--- config.mk ---
export PLATFORM = sky130hd
export DESIGN_NAME = if_fetch_ctrl
export DESIGN_NICKNAME = d
export VERILOG_FILES = /design/src/rtl/if_fetch_ctrl.sv
export SDC_FILE = /design/constraint.sdc
export NUM_CORES = 1
export LEC_CHECK = 0
export ABC_AREA = 0
export CORE_ASPECT_RATIO = 0.5
export CORE_UTILIZATION = 48
export DETAILED_ROUTE_END_ITERATION = 8
export GPL_ROUTABILITY_DRIVEN = 1
export GPL_TIMING_DRIVEN = 0
export PLACE_DENSITY = 0.95
export SLEW_MARGIN = 10
export SYNTH_ARGS = -nofsm -noshare
export SYNTH_HDL_FRONTEND = slang
export SYNTH_SLANG_ARGS = --single-unit
--- constraint.sdc ---
create_clock -name clk_i -period 2.85 [get_ports clk_i]
set_input_delay 0.855 -clock clk_i [delete_from_list [all_inputs] [get_ports clk_i]]
set_output_delay 0.855 -clock clk_i [all_outputs]
set_load 0.01 [all_outputs]
--- src/rtl/if_fetch_ctrl.sv ---
// ---------------------------------------------------------------------------
// if_fetch_ctrl
// IF-stage fetch sequencer. Owns the program counter, boots from boot_addr_i,
// and issues one outstanding instruction-memory request at a time over a
// req/gnt/rvalid handshake. Redirects (pc_set_i) replace the PC and cause any
// response already in flight to be dropped. Fetched words are held for decode
// under a valid/ready handshake.
//
// Parameters
//   ADDR_W : address / PC width
//   INC    : sequential PC increment in bytes
//
// Ports
//   clk_i, rst_ni          : clock (rising edge), async active-low reset
//   fetch_enable_i         : allow fetching (sampled in IDLE and on HOLD exit)
//   boot_addr_i            : first fetch address after reset
//   pc_set_i, pc_target_i  : one-cycle redirect request and its target
//   instr_req_o/addr_o     : memory request and address (address = PC)
//   instr_gnt_i            : request accepted
//   instr_rvalid_i/rdata_i : response valid and data
//   instr_valid_o          : instruction available to decode
//   instr_rdata_o/pc_o     : held instruction and its PC
//   id_ready_i             : decode accepts the instruction
//   fetch_err_o            : sticky misaligned-redirect error
//
// Build option
//   IF_FETCH_CTRL_ALIGN_CHK_EN : when defined, a misaligned redirect is
//   rejected, raises fetch_err_o until reset, and parks the FSM in IDLE once
//   nothing is outstanding. When undefined, the target's low two bits are
//   cleared on load and fetch_err_o is tied low.
// ---------------------------------------------------------------------------
module if_fetch_ctrl #(
  parameter int unsigned ADDR_W = 32,
  parameter int unsigned INC    = 4
) (
  input  logic              clk_i,
  input  logic              rst_ni,
  input  logic              fetch_enable_i,
  input  logic [ADDR_W-1:0] boot_addr_i,
  input  logic              pc_set_i,
  input  logic [ADDR_W-1:0] pc_target_i,
  output logic              instr_req_o,
  output logic [ADDR_W-1:0] instr_addr_o,
  input  logic              instr_gnt_i,
  input  logic              instr_rvalid_i,
  input  logic [31:0]       instr_rdata_i,
  output logic              instr_valid_o,
  output logic [31:0]       instr_rdata_o,
  output logic [ADDR_W-1:0] instr_pc_o,
  input  logic              id_ready_i,
  output logic              fetch_err_o
);

  typedef enum logic [1:0] {
    IDLE = 2'd0,
    REQ  = 2'd1,
    WAIT = 2'd2,
    HOLD = 2'd3
  } state_e;

  state_e            state_q, state_d;
  logic [ADDR_W-1:0] pc_q, pc_d;
  logic              booted_q, booted_d;
  logic              kill_q, kill_d;
  logic [31:0]       rdata_q, rdata_d;
  logic [ADDR_W-1:0] ipc_q, ipc_d;

  logic [ADDR_W-1:0] target_s;  // redirect target as it would be loaded
  logic              bad_s;     // redirect target rejected as misaligned
  logic              load_s;    // redirect actually updates the PC
  logic              stop_s;    // error present: never start another request

`ifdef IF_FETCH_CTRL_ALIGN_CHK_EN
  logic err_q;

  assign target_s = pc_target_i;
  assign bad_s    = pc_set_i && (pc_target_i[1:0] != 2'b00);
  // Redirects are only honoured outside IDLE, so only there can they fault.
  assign stop_s   = err_q || (bad_s && (state_q != IDLE));

  // Sticky misaligned-redirect error flag.
  always_ff @(posedge clk_i or negedge rst_ni) begin
    if (!rst_ni) begin
      err_q <= 1'b0;
    end else begin
      err_q <= err_q || (bad_s && (state_q != IDLE));
    end
  end

  assign fetch_err_o = err_q;
`else
  assign target_s    = pc_target_i & {{(ADDR_W-2){1'b1}}, 2'b00};
  assign bad_s       = 1'b0;
  assign stop_s      = 1'b0;
  assign fetch_err_o = 1'b0;
`endif

  assign load_s = pc_set_i && !bad_s;

  // Next-state, PC and instruction-buffer logic.
  always_comb begin
    state_d  = state_q;
    pc_d     = pc_q;
    booted_d = booted_q;
    kill_d   = kill_q;
    rdata_d  = rdata_q;
    ipc_d    = ipc_q;

    case (state_q)
      IDLE: begin
        if (fetch_enable_i && !stop_s) begin
          state_d = REQ;
          if (!booted_q) begin
            pc_d     = boot_addr_i;
            booted_d = 1'b1;
          end else begin
            pc_d = pc_q;
          end
        end else begin
          state_d = IDLE;
        end
      end

      REQ: begin
        if (instr_gnt_i) begin
          // The grant belongs to the old address; a same-cycle redirect
          // (valid or rejected) must discard its response.
          state_d = WAIT;
          kill_d  = pc_set_i;
        end else if (stop_s) begin
          state_d = IDLE;
        end else begin
          state_d = REQ;
        end
        if (load_s) begin
          pc_d = target_s;
        end else begin
          pc_d = pc_q;
        end
      end

      WAIT: begin
        if (instr_rvalid_i) begin
          if (kill_q || pc_set_i) begin
            kill_d  = 1'b0;
            state_d = stop_s ? IDLE : REQ;
            if (load_s) begin
              pc_d = target_s;
            end else begin
              pc_d = pc_q;
            end
          end else begin
            rdata_d = instr_rdata_i;
            ipc_d   = pc_q;
            pc_d    = pc_q + ADDR_W'(INC);
            state_d = HOLD;
          end
        end else if (pc_set_i) begin
          kill_d = 1'b1;
          if (load_s) begin
            pc_d = target_s;
          end else begin
            pc_d = pc_q;
          end
        end else begin
          state_d = WAIT;
        end
      end

      HOLD: begin
        // Redirect wins over decode acceptance and kills the held word.
        if (pc_set_i) begin
          state_d = stop_s ? IDLE : REQ;
          if (load_s) begin
            pc_d = target_s;
          end else begin
            pc_d = pc_q;
          end
        end else if (id_ready_i) begin
          state_d = (fetch_enable_i && !stop_s) ? REQ : IDLE;
        end else begin
          state_d = HOLD;
        end
      end

      default: begin
        state_d = IDLE;
      end
    endcase
  end

  // State, PC and instruction-buffer registers.
  always_ff @(posedge clk_i or negedge rst_ni) begin
    if (!rst_ni) begin
      state_q  <= IDLE;
      pc_q     <= '0;
      booted_q <= 1'b0;
      kill_q   <= 1'b0;
      rdata_q  <= 32'h0000_0000;
      ipc_q    <= '0;
    end else begin
      state_q  <= state_d;
      pc_q     <= pc_d;
      booted_q <= booted_d;
      kill_q   <= kill_d;
      rdata_q  <= rdata_d;
      ipc_q    <= ipc_d;
    end
  end

  assign instr_req_o   = (state_q == REQ);
  assign instr_valid_o = (state_q == HOLD);
  assign instr_addr_o  = pc_q;
  assign instr_rdata_o = rdata_q;
  assign instr_pc_o    = ipc_q;

endmodule

==> results of run 1 <==
## layer usage
layer  share of wire [%]  track usage [%]  wire, µm  vias up
met3                  12            9.940      2230      102
met4                 4.8            18.29       916        0
met2                  46            54.06      8717      457
met1                  38            41.83      7291     2687
li1                    -                -         -     2515
met5                   0                0         0        -
## stage by stage
step                      total power, mW  instances  hold slack [ns]  TNS [ns]  worst slack (ns)
after floorplan                     4.347        619           0.4416         0            0.5011
after global routing                8.214        973           0.5046         0          0.004557
after CTS                           7.722        974           0.4815         0           0.01610
final                               7.825        973           0.4799         0           0.02245
after global placement              6.250        957           0.4547   -310.92            -2.790
after detailed placement            6.416        958           0.4635    -34.54           -0.5530
## cells by family (layout without fill, tap and decap cells)
| group | after synthesis | count (layout) | share of synthesized area [%] |
|---|---|---|---|
| simple gates | 309 | 309 | 25.16 |
| compound gates | 100 | 100 | 12.35 |
| flops | 100 | 100 | 47.79 |
| buf+inv | 52 | 266 | 4.014 |
| mux | 37 | 37 | 7.192 |
| xor+xnor | 19 | 19 | 3.178 |
| fa+ha+maj | 1 | 1 | 0.2389 |
| other cells | 1 | 1 | 0.07162 |
## layout make-up
| type | count | share of cell area [%] |
|---|---|---|
| Inverter | 9 | 0.4365 |
| Multi-Input combinational cell | 467 | 32.87 |
| Timing Repair Buffer | 199 | 25.93 |
| Buffer | 42 | 2.409 |
| Clock buffer | 9 | 2.910 |
| Sequential cell | 100 | 32.34 |
| Tap cell | 140 | 2.264 |
| Clock inverter | 7 | 0.8407 |
## sequential cells by signal (all words and copies together), names as in the netlist
signal,flops
instr_pc_o,32
kill_q,1
instr_addr_o,32
booted_q,1
instr_rdata_o,32
state_q,2
## worst max-delay path, stage by stage
cell and delay [ns]:
clkdlybuf4s50_1 0.50, buf_1 0.53, clkbuf_1 0.55, o21ai_0 0.21, a211oi_1 0.27, a31oi_1 0.09
## Yosys cell counts, types with 3 or more instances
cell type	count
nor4_1	6
o21ai_1	5
a221o_1	4
inv_1	9
or2_2	3
a31oi_1	7
mux2_2	5
a211oi_1	3
nand4_1	8
nor3_1	16
and3_1	5
xnor2_1	13
xor2_1	6
nand3_1	12
o221ai_1	3
nor2_1	16
o21ai_0	34
dfrtp_1	100
o22a_1	11
a21oi_1	13
nand2_1	227
mux2i_1	32
o22ai_1	7
clkbuf_1	31
nand2b_1	3
buf_2	9
## worst max path at each step
stage | to | slack (ns) | startpoint | cells after the start
finish | instr_addr_o[11]$_DFFE_PN0P_ | 0.02 | pc_set_i | 6
global route | instr_addr_o[11]$_DFFE_PN0P_ | 0.005 | pc_set_i | 6
CTS | instr_addr_o[12]$_DFFE_PN0P_ | 0.02 | instr_rvalid_i | 6
detailed placement | instr_addr_o[21]$_DFFE_PN0P_ | -0.55 | instr_rvalid_i | 6
global placement | instr_rdata_o[6]$_DFFE_PN0P_ | -2.79 | rst_ni | 1
floorplan | instr_addr_o[20]$_DFFE_PN0P_ | 0.50 | pc_set_i | 5
## report_power, final
group | switching, mW | internal (mW)
registers | 0.691 | 2.04
logic | 1.95 | 1.91
clock network | 0.619 | 0.618
## repair_timing
| action | CTS | global route |
|---|---|---|
| endpoints found under the setup margin | 66 | 81 |
| buffers inserted | 0 | 0 |
| gates resized for setup | 4 | 14 |
| pin swaps | 0 | 0 |
| gates cloned | 0 | 0 |
==> impl_metrics.tcl, run 1 <==
set metrics [dict create \
    status "completed" \
    viasPerCell 5.921 \
    clock-sinks 100 \
    hold_class "register to register" \
    drt_iter0_drc 785 \
    peakVddDrop_mv 0.4062 \
    maxSlewViolCount 0 \
    timing.final.crit_share_pct 99.21 \
    num-fill-cells 693 \
    p_per_area_mw_per_mm2 1011 \
    hold_depth 1 \
    syn_area_per_cell_um2 8.459 \
    cts_max_path_buffers 2 \
    synth_nets 723 \
    ys_seq_area_share_pct 47.79 \
    critPathRequiredTime_ns 3.05 \
    place_hpwl_um 13500 \
    hold_buffers 0 \
    synth-async-reset-ratio_pct 100.0 \
    routed_wl_um 19160 \
    relSlewSlack_pct 44.56 \
    synth-edff-count 0 \
    worstSetupEndpointType "register" \
    ys_warn_count 0 \
    layout_common_cells "nand2_1, clkdlybuf4s50_1, dfrtp_1, o21ai_0, mux2i_1" \
    yosys.area.top_type_share_pct 47.79 \
    rsz0062_at_grt "false" \
    die_x_um 149.7 \
    cp-start-kind "input port" \
    tritoncts "yes" \
    post-route-min-period_ns 2.828 \
    ioPinCount 202 \
    worstPathMaxFanout 10 \
    nets 932 \
    htreeDepth 3 \
    r2r_start "instr_addr_o[2]$_DFFE_PN0P_" \
    grt.overflow.total 0 \
    avgRoutedWirePerCell_um 19.69 \
    antenna_cells 0 \
    start_util_pct 50.30 \
    synthCells 619 \
    ant_nets 0 \
    utilization_pct 74.34 \
    max_cap_violations 0 \
    first_global_vias 5613 \
    dr.pass1.iters 6 \
    numCtsBuffers 9 \
    fin_skew_ns 0.004877 \
    criticalPathCategory "input port to register" \
    setup_violations 0 \
    grt_pass1_wl_um 28680 \
    drive_above_1_share_pct 6.122 \
    clock_latency_ns 0.36 \
    synth_flop_cell "dfrtp_1" \
    ys_seq_elements 100 \
    final_area_mm2 0.007739 \
    worstRegToRegCells 6 \
    worst_pin_slew_ns 0.8286 \
    cts_root_buf "clkbuf_16" \
    core_mm2 0.01041 \
    area_growth_pct 47.79 \
    p_leak_nw 3.525 \
    antenna_found_initial 0 \
    port_buffers 198 \
    hold_end "booted_q$_DFFE_PN0P_" \
    drc 0 \
    multi_input_area_mm2 0.002544 \
    synth_area_leaders "dfrtp_1, nand2_1, mux2i_1, o21ai_0, clkbuf_1" \
    vias 5761 \
    r2r-end "instr_addr_o[14]$_DFFE_PN0P_" \
    worstHoldStart "booted_q$_DFFE_PN0P_" \
    place.gp.congestion 0.8926 \
    grt_max_degree 57 \
    final_common_cell "nand2_1" \
    reg2reg_slack_ns 0.29 \
    grt_usage_pct 33.61 \
    hold_viol_final 0 \
    die_area_mm2 0.01136 \
    regArea_mm2 0.002502 \
    synth_area_mm2 0.005236 \
    ys_types 51 \
    rows 26 \
    fmax_mhz 353.7 \
    worstPathArrival_ns 3.03 \
    die_h_um 75.86 \
    synth_top_cell_by_area "dfrtp_1" \
    post_dp_cell_area_mm2 0.007418 \
    clkTransAtPathRegs_ns 0.08 \
]
(Power assumes the default switching activity.)
==> run 2, diff against run 1 <==
Settings changed: SLEW_MARGIN 10 to 20.
Clock period 2.85 ns to 3.6 ns, I/O delays scaled along.
==> run 2 against run 1 <==
  * Critical endpoint is now instr_addr_o[27]$_DFFE_PN0P_
  * Power shrank 21%
  * Clock power shrank 20%
  * Global-route usage shrank 1.4 points
  * Combinational power shrank 21%
  * Die area is the same
  * Largest power group unchanged
  * Critical path depth is the same
  * Flip-flop and latch count is the same
==> impl_metrics.tcl, run 2 (synthesized netlist as in run 1, its figures left out) <==
set metrics [dict create \
    p_per_area_mw_per_mm2 795.9 \
    status "completed" \
    seqPwrFrac_pct 34.7 \
    nets 933 \
    vias 5714 \
    start_util_pct 50.30 \
    cts_max_path_buffers 2 \
    antenna_found_initial 0 \
    viasPerCell 5.867 \
    hold_buffers 0 \
    rsz0062_at_grt "false" \
    grt_usage_pct 32.24 \
    switching_power_mw 2.536 \
    clock-sinks 100 \
    final_cells 974 \
    ioPinCount 202 \
    swShare_pct 41.21 \
    p_total_mw 6.154 \
    setup_violations 0 \
    die_area_mm2 0.01136 \
    whs_ns 0.4795 \
    power_frac_comb_pct 49.2 \
    die_x_um 149.7 \
    antenna_cells 0 \
    clock_latency_ns 0.36 \
    maxSlewViolCount 0 \
    worst_pin_slew_ns 0.9512 \
    dpl.cell_count 958 \
    slowest_stage "a21oi_1" \
    dr.pass1.iters 7 \
    p_leak_nw 3.503 \
    grt.overflow.total 0 \
    critPathMaxStageDelay_ns 0.77 \
    r2r_start "kill_q$_DFFE_PN0P_" \
    met1Wirelength_um 7256 \
    routed-wl-met3_um 1942 \
    clkTransAtPathRegs_ns 0.07 \
    post-route-min-period_ns 3.403 \
    r2r-end "instr_addr_o[27]$_DFFE_PN0P_" \
    port_buffers 198 \
    top_layer "met4" \
    area_growth_pct 47.67 \
    setup_slack_ns 0.1973 \
    tritoncts "yes" \
    rows 26 \
    worstPathArrival_ns 3.62 \
    place.gp.congestion 0.8926 \
    peakVddDrop_mv 0.3027 \
    reg2reg_slack_ns 1.01 \
    num-fill-cells 701 \
    final_area_mm2 0.007732 \
    timing.final.crit_share_pct 94.52 \
    place_hpwl_um 13410 \
    avgRoutedWirePerCell_um 19.13 \
    grt_max_degree 83 \
    clkPwrFrac_pct 16.1 \
    cp-start-kind "input port" \
    pre_cts_ws_ns -0.04808 \
    post_cts.repair.setup_buffers 0 \
    core_mm2 0.01041 \
    fin_skew_ns 0.004086 \
    post_dp_cell_area_mm2 0.007422 \
    drc 0 \
    hold_class "register to register" \
    grt_pass1_wl_um 27520 \
    p_int_mw 3.618 \
    die_h_um 75.86 \
    path_cells "clkdlybuf4s50_1 -> or3b_2 -> a21oi_1 -> clkbuf_1 -> o22a_1 -> o21ai_1" \
    first_global_vias 5391 \
    numCtsBuffers 9 \
    drive_above_1_share_pct 4.916 \
    drt_iter0_drc 787 \
    cts_root_buf "clkbuf_16" \
    final_common_cell "nand2_1" \
    routed_wl_um 18630 \
    finalSetupTns_ns 0 \
    worstRegToRegCells 5 \
    htreeDepth 3 \
    critPathRequiredTime_ns 3.82 \
    utilization_pct 74.28 \
    relSlewSlack_pct 36.59 \
    max_cap_violations 0 \
    layout_common_cells "nand2_1, clkdlybuf4s50_1, dfrtp_1, o21ai_0, mux2i_1" \
    critical_path.endpoint "instr_addr_o[27]$_DFFE_PN0P_" \
    met2_length_um 8697 \
    cts.repair.resized 0 \
    criticalPathCategory "input port to register" \
    hold_viol_final 0 \
    worstSetupEndpointType "register" \
    ant_nets 0 \
    worstPathMaxFanout 10 \
    crit_start "instr_rvalid_i" \
    fmax_mhz 293.9 \
]
run 2: cell types whose count changed in the layout (fill, tap and decap cells not counted), sizes merged:
cell / delta
clkinv: +2
clkbuf: -1
clkinvlp: +1
inv: -3
buf: +2
run 2: how the worst min path moves through the flow:
stage          cells past startpoint                            to                         start
2_1_floorplan                      1          booted_q$_DFFE_PN0P_          booted_q$_DFFE_PN0P_
3_3_place_gp                       1          booted_q$_DFFE_PN0P_          booted_q$_DFFE_PN0P_
3_5_place_dp                       2    instr_pc_o[24]$_DFFE_PN0P_    instr_pc_o[24]$_DFFE_PN0P_
4_1_cts                            2    instr_pc_o[24]$_DFFE_PN0P_    instr_pc_o[24]$_DFFE_PN0P_
5_1_grt                            2  instr_rdata_o[7]$_DFFE_PN0P_  instr_rdata_o[7]$_DFFE_PN0P_
6_report                           1          booted_q$_DFFE_PN0P_          booted_q$_DFFE_PN0P_
run 2: cell type report:
class                           count  area, µm²  share of cell area, %
Buffer                             43      176.4                  2.282
Clock buffer                        9      225.2                  2.913
Clock inverter                      7      85.08                  1.100
Inverter                            9      33.78                 0.4369
Multi-Input combinational cell    467       2524                  32.64
Sequential cell                   100       2502                  32.36
Tap cell                          140      175.2                  2.265
Timing Repair Buffer              199       2011                  26.00
run 2: power groups by stage:
stage | clock (mW) | sequential [mW] | combinational [mW]
floorplan | 0 | 2.24 | 1.20
global placement | 0 | 2.09 | 2.86
detailed placement | 0 | 2.12 | 2.96
CTS | 0.994 | 2.10 | 2.99
global route | 1.03 | 2.19 | 3.25
finish | 0.992 | 2.13 | 3.03
run 2: layer usage:
metal	up-vias	track usage [%]
li1	2519	-
met3	83	7.425
met4	0	17.40
met2	403	52.26
met1	2709	41.21
met5	-	0
run 2: worst max-delay path: cells and delay by family:
kind | cells | cell delay, ns
and+or+nand+nor | 1 | 0.46
AOI/OAI and AO/OA | 3 | 1.03
buffers and inverters | 2 | 1.05
